## src/rtl/mmio_fact_if.sv

```systemverilog
// Core memory-stage port seen by the factorial accelerator. The core drives
// addr/wd/we; the accelerator returns read data, window hit and gated store enable.
interface mmio_fact_if;
   logic [31:0] addr;
   logic [31:0] wd;
   logic        we;
   logic [31:0] rd;
   logic        hit;
   logic        we_dm;

   modport master (output addr, output wd, output we,
                   input rd, input hit, input we_dm);
   modport slave  (input addr, input wd, input we,
                   output rd, output hit, output we_dm);
endinterface

```

## src/rtl/mmio_fact_accel.sv

```systemverilog
// Memory-mapped iterative factorial accelerator: N/GO/STATUS/RESULT registers in a
// 16-byte window, store-enable gating toward data memory, sticky done/err status.
module mmio_fact_accel #(
   parameter logic [31:0] BASE_ADDR = 32'h0000_0800,
   parameter int          MAX_N     = 12
) (
   input  logic        clk,
   input  logic        rst,
   mmio_fact_if.slave  bus,
   output logic        busy,
   output logic        done_irq,
   output logic        fsm_state
);

   typedef enum logic {IDLE = 1'b0, BUSY = 1'b1} state_e;

   localparam logic [3:0] MAX_N_L = MAX_N[3:0];

   state_e      state_q, state_d;
   logic [3:0]  n_q, n_d;
   logic [3:0]  cnt_q, cnt_d;
   logic [31:0] prod_q, prod_d;
   logic [31:0] result_q, result_d;
   logic        done_q, done_d;
   logic        err_q, err_d;

   logic [1:0]  off;
   logic        wr;
   logic        go_wr;

   assign off       = bus.addr[3:2];
   assign bus.hit   = (bus.addr[31:4] == BASE_ADDR[31:4]);
   assign bus.we_dm = bus.we & ~bus.hit;
   assign wr        = bus.we & bus.hit;
   assign go_wr     = wr && (off == 2'd1) && bus.wd[0];

   assign busy      = (state_q == BUSY);
   assign done_irq  = done_q;
   assign fsm_state = state_q;

   always_comb begin
      state_d  = state_q;
      n_d      = n_q;
      cnt_d    = cnt_q;
      prod_d   = prod_q;
      result_d = result_q;
      done_d   = done_q;
      err_d    = err_q;
      case (state_q)
         IDLE: begin
            if (wr && off == 2'd0) begin
               n_d = bus.wd[3:0];
            end
            if (go_wr) begin
               if (n_q <= MAX_N_L) begin
                  state_d = BUSY;
                  cnt_d   = n_q;
                  prod_d  = 32'd1;
                  done_d  = 1'b0;
                  err_d   = 1'b0;
               end else begin
                  err_d    = 1'b1;
                  done_d   = 1'b1;
                  result_d = 32'd0;
               end
            end
         end
         BUSY: begin
            // cnt of 0 or 1 both finish with the accumulated product (0! = 1! = 1).
            if (cnt_q <= 4'd1) begin
               result_d = prod_q;
               done_d   = 1'b1;
               state_d  = IDLE;
            end else begin
               prod_d = prod_q * {28'd0, cnt_q};
               cnt_d  = cnt_q - 4'd1;
            end
         end
         default: state_d = IDLE;
      endcase
   end

   always_ff @(posedge clk or negedge rst) begin
      if (!rst) begin
         state_q  <= IDLE;
         n_q      <= 4'd0;
         cnt_q    <= 4'd0;
         prod_q   <= 32'd0;
         result_q <= 32'd0;
         done_q   <= 1'b0;
         err_q    <= 1'b0;
      end else begin
         state_q  <= state_d;
         n_q      <= n_d;
         cnt_q    <= cnt_d;
         prod_q   <= prod_d;
         result_q <= result_d;
         done_q   <= done_d;
         err_q    <= err_d;
      end
   end

   // Read data is purely combinational so the core can capture it without a stall.
   always_comb begin
      bus.rd = 32'd0;
      if (bus.hit) begin
         case (off)
            2'd0: bus.rd = {28'd0, n_q};
            2'd1: bus.rd = {31'd0, busy};
            2'd2: bus.rd = {30'd0, err_q, done_q};
            2'd3: bus.rd = result_q;
            default: bus.rd = 32'd0;
         endcase
      end
   end

endmodule

```

## src/flat_wrapper.sv

```systemverilog
// flat-port wrapper written by rule: the top's interface ports become plain ports
module mmio_fact_accel_flat 
#(
   parameter logic [31:0] BASE_ADDR = 32'h0000_0800,
   parameter int          MAX_N     = 12
)
  (clk, rst, busy, done_irq, fsm_state, bus_addr, bus_wd, bus_we, bus_rd, bus_hit, bus_we_dm);
  mmio_fact_if bus_i ();
  input  logic clk;
  input  logic rst;
  output logic busy;
  output logic done_irq;
  output logic fsm_state;
  input wire logic [$bits(bus_i.addr)-1:0] bus_addr;
  input wire logic [$bits(bus_i.wd)-1:0] bus_wd;
  input wire logic [$bits(bus_i.we)-1:0] bus_we;
  output wire logic [$bits(bus_i.rd)-1:0] bus_rd;
  output wire logic [$bits(bus_i.hit)-1:0] bus_hit;
  output wire logic [$bits(bus_i.we_dm)-1:0] bus_we_dm;
  assign bus_i.addr = bus_addr;
  assign bus_i.wd = bus_wd;
  assign bus_i.we = bus_we;
  assign bus_rd = bus_i.rd;
  assign bus_hit = bus_i.hit;
  assign bus_we_dm = bus_i.we_dm;
  mmio_fact_accel #(.BASE_ADDR(BASE_ADDR), .MAX_N(MAX_N)) u_core (.clk(clk), .rst(rst), .bus(bus_i), .busy(busy), .done_irq(done_irq), .fsm_state(fsm_state));
endmodule
```

## config.mk

```make
export PLATFORM = sky130hd
export DESIGN_NAME = mmio_fact_accel_flat
export DESIGN_NICKNAME = d
export VERILOG_FILES = /design/src/rtl/mmio_fact_if.sv /design/src/rtl/mmio_fact_accel.sv /design/src/flat_wrapper.sv
export SDC_FILE = /design/constraint.sdc
export NUM_CORES = 1
export LEC_CHECK = 0
export CELL_PAD_IN_SITES_DETAIL_PLACEMENT = 0
export CELL_PAD_IN_SITES_GLOBAL_PLACEMENT = 1
export CORE_AREA = 8 8 139 141
export DETAILED_ROUTE_END_ITERATION = 7
export DIE_AREA = 0 0 147 149
export PLACE_DENSITY = 0.77
export RECOVER_POWER = 25
export SLEW_MARGIN = 20
export SYNTH_ARGS = -nofsm -noshare
export SYNTH_HDL_FRONTEND = slang
export SYNTH_SLANG_ARGS = --single-unit
```

## constraint.sdc

```tcl
create_clock -name clk -period 5 [get_ports clk]
set_input_delay 1 -clock clk [delete_from_list [all_inputs] [get_ports clk]]
set_output_delay 1 -clock clk [all_outputs]
set_load 0.005 [all_outputs]
```

Yosys cells after proc, flatten, opt, wreduce, memory -nomap -nowiden
Index checks and enable logic that the tools add are counted.
- register bits: 75
- output and inout bits: 37
- add/subtract/negate cells: 1
- reductions and logical operators: 9
- eq/ne operators: 9
- bitwise logic cells: 4
- mux-type cells: 22
- order comparisons: 2
- multiply operators: 1
- operators by type and width (kind ; count):
    2-to-1 mux 32 bit ; 7
    case mux 32 bit (2 select lines) ; 2
    case mux 32 bit (4 select lines) ; 1
    multiplier 32 x 4 -> 32 bit ; 1
    equality test 28 x 8 -> 1 bit (second input constant) ; 1
    2-to-1 mux 4 bit ; 3
    case mux 4 bit (2 select lines) ; 1
    2-to-1 mux 1 bit ; 6
    != test 2 bit (second input constant) ; 3
    AND reduction 2 bit ; 3
    AND reduction 3 bit ; 2
    equality test 2 bit (second input constant) ; 2
    less-or-equal comparator 4 x 1 -> 1 bit (second input constant) ; 1
    less-or-equal comparator 4 bit (second input constant) ; 1
    != test 2 x 1 -> 1 bit (second input constant) ; 2
    case mux 1 bit (2 select lines) ; 2
    subtractor 4 x 1 -> 4 bit (second input constant) ; 1
    logical AND 1 bit ; 3
    AND 1 bit ; 2
    equality test 2 x 1 -> 1 bit (second input constant) ; 1
    zero test 2 bit ; 1
    NOT 1 bit ; 2

Logic depth before layout (Yosys ltp)
Gate-level depths: netlist (run 1).
- depth after elaboration: 6
- mapped depth: 16
- gate-level depth less buffers: 14

Least setup slack after synthesis (run 1)
No wires, ideal clock.
- path kind: flip-flop to flip-flop
- start point: register u_core.cnt_q[2]
- end point: register u_core.prod_q[29]
- period minus slack after synthesis: 3.930 ns
- path buffers: 1
- data required time: 4.869 ns
- setup time: 0.131 ns
- path slack: 1.070 ns
- stages on the path, launching flop included: 16
- data arrival time: 3.799 ns
- cell sequence: dfrtp_1 -> clkbuf_1 -> and2_1 -> fa_1 -> inv_1 -> fa_1 -> inv_1 -> ha_1 -> a211oi_2 -> nor4_4 -> a2111oi_4 -> nor4_2 -> a2111oi_4 -> a31oi_1 -> xnor2_1 -> o21ai_1
- cells in the longest elaborated chain, start to end: 3
- elaborated cells between the ends (all ways): 6
- classes of those cells: mul: 1; order compare: 1; eq/ne: 1; mux: 2; reduce/logical: 1
- RTL lines (item ; RTL line ; source):
    start, declared ; mmio_fact_accel.sv:21 ; logic [3:0] cnt_q, cnt_d;
    start signal, assigned ; mmio_fact_accel.sv:95 ; cnt_q <= cnt_d;
    multiplier 32 x 4 -> 32 bit or less-or-equal comparator 4 x 1 -> 1 bit (tied branches) ; mmio_fact_accel.sv:75, mmio_fact_accel.sv:70 ;
    2-to-1 mux 32 bit or != test 2 bit (tied branches) ; -- ;
    case mux 32 bit (2 select lines) or AND reduction 3 bit (tied branches) ; -- ;
    end signal, assigned ; mmio_fact_accel.sv:96 ; prod_q <= prod_d;
    end, declared ; mmio_fact_accel.sv:22 ; logic [31:0] prod_q, prod_d;
Several ways; a longest one is shown, not always the timed one. The select of a mux whose other input is x is not followed.
A chain may end at the register's enable or synchronous reset.

Final worst setup path (run 1)
- start point: register u_core.cnt_q[3]
- end point: register u_core.prod_q[28]
Same word-level chain as after synthesis.

==> summary.md, run 1 <==
| Metric | Value |
|---|---|
| Vias/cell | `between 5 and 6` |
| CTS tree | `done` |
| Buffers added on ports | `73` |
| Worst EP arrival | `roughly 4.9 ns` |
| Crit path depth | `14` |
| Most frequent cells in the layout | `and2_1 (118), inv_1 (117), nand2_1 (104)` |
| Hold_ws | `between 0.4 and 0.5 ns` |
| GPL Wtd Cong | `approximately 0.81` |
| Main combinational cell family by area after synthesis | `adder cells` |
| Pre-CTS setup slack | `around 0.37 ns` |
| First-pass GRT wire length | `30.61 mm` |
| Pin count of the biggest net entering global routing | `between 70 and 80` |
| Setup WS post-layout | `approximately 0.34 ns` |
| Final hold vios | `0` |
| Commonest non-fill, non-tap cell in the layout | `and2_1` |
| TritonCTS buffer count | `9` |
| Sequential area share after synthesis | `a little over a quarter` |
| Max IR drop VDD | `0.0001419 V` |
| Async SR Flop Fraction | `between 90% and 100%` |
| Die Wd | `147 um` |
| CTS Sinks | `75` |
| Crit start category | `flip-flop` |
| Skew-Pair Late Insertion Delay | `0.35 ns` |
| Synth Area in Compound Gates | `around 16%` |
| Hold Crit Depth | `2` |
| Clock power share | `between 40% and 50%` |
| Std-Cell Core Area | `0.01706 sq mm` |
| Post-Synth Adder-Cell Area | `between 20% and 30%` |
| Worst slew pin tran | `approximately 3.5 ns` |
| Internal power | `0.9779 mW` |
| Critical path capture point type | `flip-flop` |
| Total power | `~1.3 mW` |
| Util after Layout | `roughly 49%` |
| Drc violations | `0` |
| Synth warn | `0` |
| # diodes | `0` |
| Die height | `around 150 um` |
| CTS Hold Bufs | `0` |
| GRT overflow | `0` |
| Outcome | `complete, but fails checks` |
| Logic gate share of total power | `about 3.6%` |
| Vias in the first global route | `just under 6000` |
| DR vias | `5600` |
| ANT nets after route | `0` |
| Routed wire length | `approximately 18 mm` |
| Initial antenna violation count | `0` |
| Fraction of layout cells with a size suffix above 1 | `6.667%` |
| FF+latch count, synth | `75` |
| Failing checks | `capacitance limit, slew limit` |
| Leakage | `approximately 4 nW` |
| Post-Synth Simple-Gate Area | `approximately a fifth` |
| # setup viols final | `0` |
| Fmax | `~210 MHz` |
| Ys flop type | `dfrtp_1` |
| CTS clock-pin slew for the worst setup and hold paths | `0.07 ns` |
| Sw Share | `roughly a quarter` |
| Routed length per instance | `between 15 and 20 um` |
| Ordered list of cells on the worst path | `and2_1, fa_1, inv_1, fa_1, inv_1, ha_1, a21oi_1, a2bb2oi_1, a211oi_1, o21ai_1, o311ai_1, o21ai_0, xor2_1, o21ai_0` |
| # IOs | `approximately 100` |
| # H-tree levels | `3` |
| Flop pwr share | `between 40% and 50%` |
| Critical Path Slowest Stage Cell | `dfrtp_1` |
| Net Switching | `~0.32 mW` |
| First DRT Iteration DRCs | `between 200 and 250` |
| Post-Syn Nets | `between 900 and 1000` |
| Post-CTS Resized | `0` |
| Mapped Area | `about 0.0070 sq mm` |
| RSZ-0062 raised after global routing | `no` |
| Total track usage | `17.11%` |
| Worst reg2reg path depth | `14` |
| Max Fanout on Critical Path | `22` |
| Max-cap violation count | `1` |
| DP HPWL | `approximately 13 mm` |
| Post-Syn Area per Cell | `about 8.7 sq um` |
| Clock period minus worst slack | `4.665 ns` |
| Critical path's top delay family | `compound AO/OA/AOI/OAI gates` |
| Syn Inst Count | `roughly 800` |
| Mux contribution to synthesized area | `~1.3%` |
| Count of different cell masters after synthesis | `53` |
| PD cells | `between 150 and 200 mW/mm^2` |
| Setup Fix Bufs, Post-CTS | `0` |
| Fin crit share | `between 90% and 100%` |
| Slew HR | `-131.8%` |
| FF-to-FF setup slack | `around 0.34 ns` |
| Buf+Inv Stages, Crit Path | `2` |
| Root Driver | `clkbuf_16` |
| Initial Utilization | `between 40 and 50%` |
| Crit path largest cell delay | `approximately 0.67 ns` |
| Critical path type | `flip-flop to flip-flop` |
| Post-Synth XOR/XNOR Area | `under 10%` |
| DR pass1 iterations | `5` |
| Fin nets | `approximately 1000` |
| Max-slew violations | `76` |
| CP Data Required Time | `5.27 ns` |
| Die area | `about 0.022 sq mm` |
| Post-synth EDFFs | `0` |
| Worst Skew | `0.007131 ns` |
| Hold Path Class | `flip-flop to flip-flop` |
| Site Rows | `48` |
| Area Overhead vs Synth | `18.74%` |
| CTS max path bufs | `2` |
| Final TNS setup | `0 ns` |
[worst reg2reg max path, cell delays in order, from the launching register on]
cell       delay [ns]
dfrtp_1          0.67
and2_1           0.35
fa_1             0.53
inv_1            0.06
fa_1             0.53
inv_1            0.05
ha_1             0.34
a21oi_1          0.13
a2bb2oi_1        0.18
a211oi_1         0.55
o21ai_1          0.22
o311ai_1         0.47
o21ai_0          0.21
xor2_1           0.17
o21ai_0          0.14
[metal layers]
layer	GRT usage [%]	vias up	wire, um
li1	-	2727	-
met1	23.66	2755	8855
met2	27.10	103	7849
met3	3.216	15	761
met4	4.335	0	201
met5	0	-	0
[final timing paths]
path	endpoint	start
setup / recovery	u_core.prod_q[28]$_DFFE_PN0P_	u_core.cnt_q[3]$_DFFE_PN0P_
hold / removal	u_core.result_q[24]$_DFFE_PN0P_	u_core.result_q[24]$_DFFE_PN0P_
setup reg to reg	u_core.prod_q[28]$_DFFE_PN0P_	u_core.cnt_q[3]$_DFFE_PN0P_
hold reg to reg	u_core.result_q[24]$_DFFE_PN0P_	u_core.result_q[24]$_DFFE_PN0P_
max in group asynchronous	u_core.result_q[30]$_DFFE_PN0P_	rst
min in group asynchronous	u_core.prod_q[15]$_DFFE_PN0P_	rst
[cells by family after synthesis]
| logic type | Yosys count |
|---|---|
| simple gates | 279 |
| compound gates | 162 |
| buf+inv | 155 |
| fa+ha+maj | 91 |
| flops | 75 |
| xor+xnor | 33 |
| mux | 7 |
[power groups by stage]
stage                     Clock [mW]  Sequential, mW  Combinational (mW)
after floorplan                    0           0.618             0.00563
after global placement             0           0.618              0.0488
after detailed placement           0           0.618              0.0489
after CTS                      0.661           0.606              0.0491
after global routing           0.680           0.606              0.0525
final                          0.641           0.607              0.0472
[synthesized netlist by cell type, drive strengths merged (2+ instances only)]
cell     instances  share of area [%]
nand4            2               0.27
o21a             2               0.21
a211oi           7               0.89
and2           118                 11
ha              34                6.1
mux2             5               0.80
nor2            15               0.80
buf              4               0.29
a2111oi          2               0.79
nand3           10               0.72
nor3             6               0.64
a221o            2               0.30
a2bb2oi          2               0.25
fa              57                 16
a21o            14                1.5
and3             3               0.27
xor2            14                1.8
clkbuf          34                1.8
a31oi            7               0.63
nor4             9                1.2
nand2          104                5.6
dfrtp           75                 27
o21ai           58                4.2
inv            117                6.3
o211ai           6               0.79
a21oi           30                2.2
a22o            26                3.3
o31ai            3               0.39
nand2b           6               0.54
xnor2           19                2.4
nor2b            2               0.18
[per-stage QoR]
step	std cells	cell area, sq um
floorplan	802	6998
global placement	1078	8008
detailed placement	1078	8008
CTS	1094	8293
global route	1095	8309
finish	1095	8309
[state kept, by name, indices dropped and copies added, names as in the netlist]
signal           cells
u_core.busy          1
u_core.cnt_q         4
u_core.done_irq      1
u_core.err_q         1
u_core.n_q           4
u_core.prod_q       32
u_core.result_q     32
[final cells by class]
type,instances,area [sq um]
Fill cell,1669,8747
Clock inverter,7,60.06
Clock buffer,9,225.2
Tap cell,225,281.5
Sequential cell,75,1877
Multi-Input combinational cell,572,4549
Inverter,117,439.2
Timing Repair Buffer,90,877.1
No activity file was read; power rests on OpenSTA's default activity.
==> inputs of run 2 (changes only) <==
--- a/config.mk
+++ b/config.mk
@@ -5,12 +5,14 @@
 export SDC_FILE = /design/constraint.sdc
 export NUM_CORES = 1
 export LEC_CHECK = 0
+export ABC_CLOCK_PERIOD_IN_PS = 5000
 export CELL_PAD_IN_SITES_DETAIL_PLACEMENT = 0
 export CELL_PAD_IN_SITES_GLOBAL_PLACEMENT = 1
 export CORE_AREA = 8 8 139 141
+export CTS_CLUSTER_SIZE = 14
 export DETAILED_ROUTE_END_ITERATION = 7
 export DIE_AREA = 0 0 147 149
-export PLACE_DENSITY = 0.77
+export PLACE_DENSITY_LB_ADDON = 0.1
 export RECOVER_POWER = 25
 export SLEW_MARGIN = 20
 export SYNTH_ARGS = -nofsm -noshare
==> run 2 against run 1 <==
Against the previous run: the flow still finishes with violations (capacitance limit, slew limit); count of clock-buffer cells in the layout rose by 1; cell count did not move; hold slack improved by 0.00064 ns; setup slack improved by 0.033 ns; clock skew rose by 0.0013 ns; critical path depth did not move.
==> summary.md, run 2 (synthesis results as in run 1) <==
| Metric | Value |
|---|---|
| Outcome | `complete, but fails checks` |
| Failing checks | `capacitance limit, slew limit` |
| Ordered list of cells on the worst path | `and2_1, fa_1, inv_1, fa_1, inv_1, ha_1, a21oi_1, a2bb2oi_1, a211oi_1, o211ai_1, a31oi_1, a31oi_1, xor2_1, o21ai_0` |
| Design area | `0.008295 sq mm (-0.17%)` |
| Crit path largest cell delay | `0.62 ns (-0.05 ns)` |
| First DRT Iteration DRCs | `397 (+73%)` |
| Site Rows | `48 (unchanged)` |
| First-pass GRT wire length | `31.13 mm (+1.7%)` |
| GRT overflow | `0 (unchanged)` |
| TritonCTS buffer count | `9 (unchanged)` |
| Die area | `0.02190 sq mm (unchanged)` |
| Clock period minus worst slack | `4.632 ns (-0.03317 ns)` |
| Die Wd | `147 um (unchanged)` |
| CTS tree | `done` |
| Slew HR | `-33.43% (+98 points)` |
| Clock power share | `50.5% (+1.0 points)` |
| RSZ-0062 raised after global routing | `no` |
| Worst Skew | `0.008432 ns (+0.001301 ns)` |
| Pin count of the biggest net entering global routing | `76 (unchanged)` |
| # IOs | `104 (unchanged)` |
| # fillers | `1661 (-0.48%)` |
| Max Fanout on Critical Path | `19 (-14%)` |
| Routed wire length | `18.01 mm (+1.9%)` |
| Pre-CTS setup slack | `0.3835 ns (+0.01144 ns)` |
| Std-Cell Core Area | `0.01706 sq mm (unchanged)` |
| ANT nets after route | `0 (unchanged)` |
| Flop pwr share | `45.9% (-0.9 points)` |
| Final hold vios | `0 (unchanged)` |
| Worst slew pin tran | `2.001 ns (-1.476 ns)` |
| Total track usage | `17.52% (+0.41 points)` |
| Vias/cell | `5.138 (+0.46%)` |
| Fin nets | `1023 (unchanged)` |
| Critical path type | `flip-flop to flip-flop` |
| Fmax | `215.9 MHz (+0.72%)` |
| Logic gate share of total power | `3.6% (about the same)` |
| Setup Fix Bufs, Post-CTS | `0 (unchanged)` |
| DP HPWL | `13.48 mm (+3.4%)` |
| Vias in the first global route | `5962 (+1.1%)` |
| Crit start category | `flip-flop` |
| CTS Sinks | `75 (unchanged)` |
| Drc violations | `0 (unchanged)` |
| CTS Hold Bufs | `0 (unchanged)` |
| Max-cap violation count | `1 (unchanged)` |
| Total power | `1.321 mW (+2.0%)` |
| Post-CTS Resized | `0 (unchanged)` |
| Skew-Pair Late Insertion Delay | `0.35 ns (about the same)` |
| Sw Share | `22.76% (-1.7 points)` |
| Fraction of layout cells with a size suffix above 1 | `6.667% (unchanged)` |
| Routed length per instance | `16.45 um (+1.9%)` |
| DR pass1 iterations | `5 (unchanged)` |
| Placed inst area | `0.008003 sq mm (about the same)` |
| PD cells | `159.3 mW/mm^2 (+2.2%)` |
| Setup WS post-layout | `0.3684 ns (+0.03317 ns)` |
| Max IR drop VDD | `0.0001632 V (+15%)` |
| # setup viols final | `0 (unchanged)` |
| Area Overhead vs Synth | `18.54%` |
| DR vias | `5626 (+0.46%)` |
| Final TNS setup | `0 ns (unchanged)` |
| Root Driver | `clkbuf_16` |
| Max-slew violations | `76 (unchanged)` |
| Die height | `149 um (unchanged)` |
| CP Data Required Time | `5.26 ns (about the same)` |
| Leakage | `4.012 nW (about the same)` |
| Initial Utilization | `41.03% (unchanged)` |
| Largest regs | `u_core.prod_q x32, u_core.result_q x32` |
| # diodes | `0 (unchanged)` |
| Hold_ws | `0.4742 ns (+0.0006390 ns)` |
| Critical path capture point type | `flip-flop` |
| Commonest non-fill, non-tap cell in the layout | `and2_1` |
| Worst EP arrival | `4.89 ns (-0.04 ns)` |
| # H-tree levels | `3 (unchanged)` |
| CTS clock-pin slew for the worst setup and hold paths | `0.06 ns (about the same)` |
| Fin crit share | `92.63% (-0.66 points)` |
| Critical Path Slowest Stage Cell | `dfrtp_1` |
| Net Switching | `0.3008 mW (-5.2%)` |
| Internal power | `1.021 mW (+4.4%)` |
| GPL Wtd Cong | `0.8073 (-0.12%)` |
| CTS max path bufs | `2 (unchanged)` |
| Buffers added on ports | `73 (unchanged)` |
| Initial antenna violation count | `1 (+1)` |
| Most frequent cells in the layout | `and2_1 (118), inv_1 (117), nand2_1 (104)` |
| Hold Path Class | `flip-flop to flip-flop` |
## run 2: cell count changes in the layout (fill, tap and decap cells not counted), sizes merged
cell         previous run  this run
bufinv                  0         1
clkbuf                  9        11
clkinv                  1         2
dlygate4sd2             1         0
inv                   120       117
## run 2: metrics by stage
step	std cells	util (%)
floorplan	802	-
global placement	1079	46.92
detailed placement	1079	46.92
CTS	1095	48.65
global route	1095	48.64
finish	1095	48.64
## run 2: power groups by stage
stage | Sequential, mW | Combinational, mW | Clock, mW
finish | 0.607 | 0.0470 | 0.668
global route | 0.606 | 0.0525 | 0.707
CTS | 0.607 | 0.0491 | 0.686
detailed placement | 0.618 | 0.0489 | 0
global placement | 0.618 | 0.0483 | 0
floorplan | 0.618 | 0.00563 | 0
## run 2: path summary, 6_finish.rpt
| check | start | to | slack (ns) | depth (start not counted) |
|---|---|---|---|---|
| worst max-delay path | u_core.cnt_q[3]$_DFFE_PN0P_ | u_core.prod_q[30]$_DFFE_PN0P_ | 0.37 | 14 |
| worst min-delay path | u_core.result_q[21]$_DFFE_PN0P_ | u_core.result_q[21]$_DFFE_PN0P_ | 0.47 | 2 |
| worst max register to register | u_core.cnt_q[3]$_DFFE_PN0P_ | u_core.prod_q[30]$_DFFE_PN0P_ | 0.37 | 14 |
| worst min register to register | u_core.result_q[21]$_DFFE_PN0P_ | u_core.result_q[21]$_DFFE_PN0P_ | 0.47 | 2 |
| max in group asynchronous | rst | u_core.prod_q[30]$_DFFE_PN0P_ | 2.60 | 1 |
| min in group asynchronous | rst | u_core.result_q[8]$_DFFE_PN0P_ | 1.22 | 1 |
## run 2: routing by layer
metal,routed length (um),vias to the layer above,track usage (%)
li1,-,2726,-
met1,8692,2778,23.75
met2,8389,114,28.55
met3,751,8,2.549
met4,177,0,5.252
met5,0,-,0
## run 2: critical path, delay by kind of cell, from the launching register on
family                     cells  cell delay (ns)
DFF                            1             0.62
AOI/OAI and AO/OA              7             1.92
adders and majority gates      3             1.40
buffers and inverters          2             0.11
and+or+nand+nor                1             0.31
xor gates and xnor gates       1             0.18
## run 2: final cells by class
type,count,area [sq um],share of cell area [%]
clock buffers,10,229.0,2.760
well taps,225,281.5,3.394
multi-input cells,572,4549,54.84
clock inverters,6,66.31,0.7994
flip-flops and latches,75,1877,22.62
repair buffers,90,853.3,10.29
inverters,117,439.2,5.294
==> inputs of run 3 (changes only) <==
--- a/config.mk
+++ b/config.mk
@@ -9,7 +9,7 @@
 export CELL_PAD_IN_SITES_DETAIL_PLACEMENT = 0
 export CELL_PAD_IN_SITES_GLOBAL_PLACEMENT = 1
 export CORE_AREA = 8 8 139 141
-export CTS_CLUSTER_SIZE = 14
+export CTS_CLUSTER_SIZE = 16
 export DETAILED_ROUTE_END_ITERATION = 7
 export DIE_AREA = 0 0 147 149
 export PLACE_DENSITY_LB_ADDON = 0.1
==> results of run 3 <==
The final DEF is identical to that of run 2; final timing and power are the same.
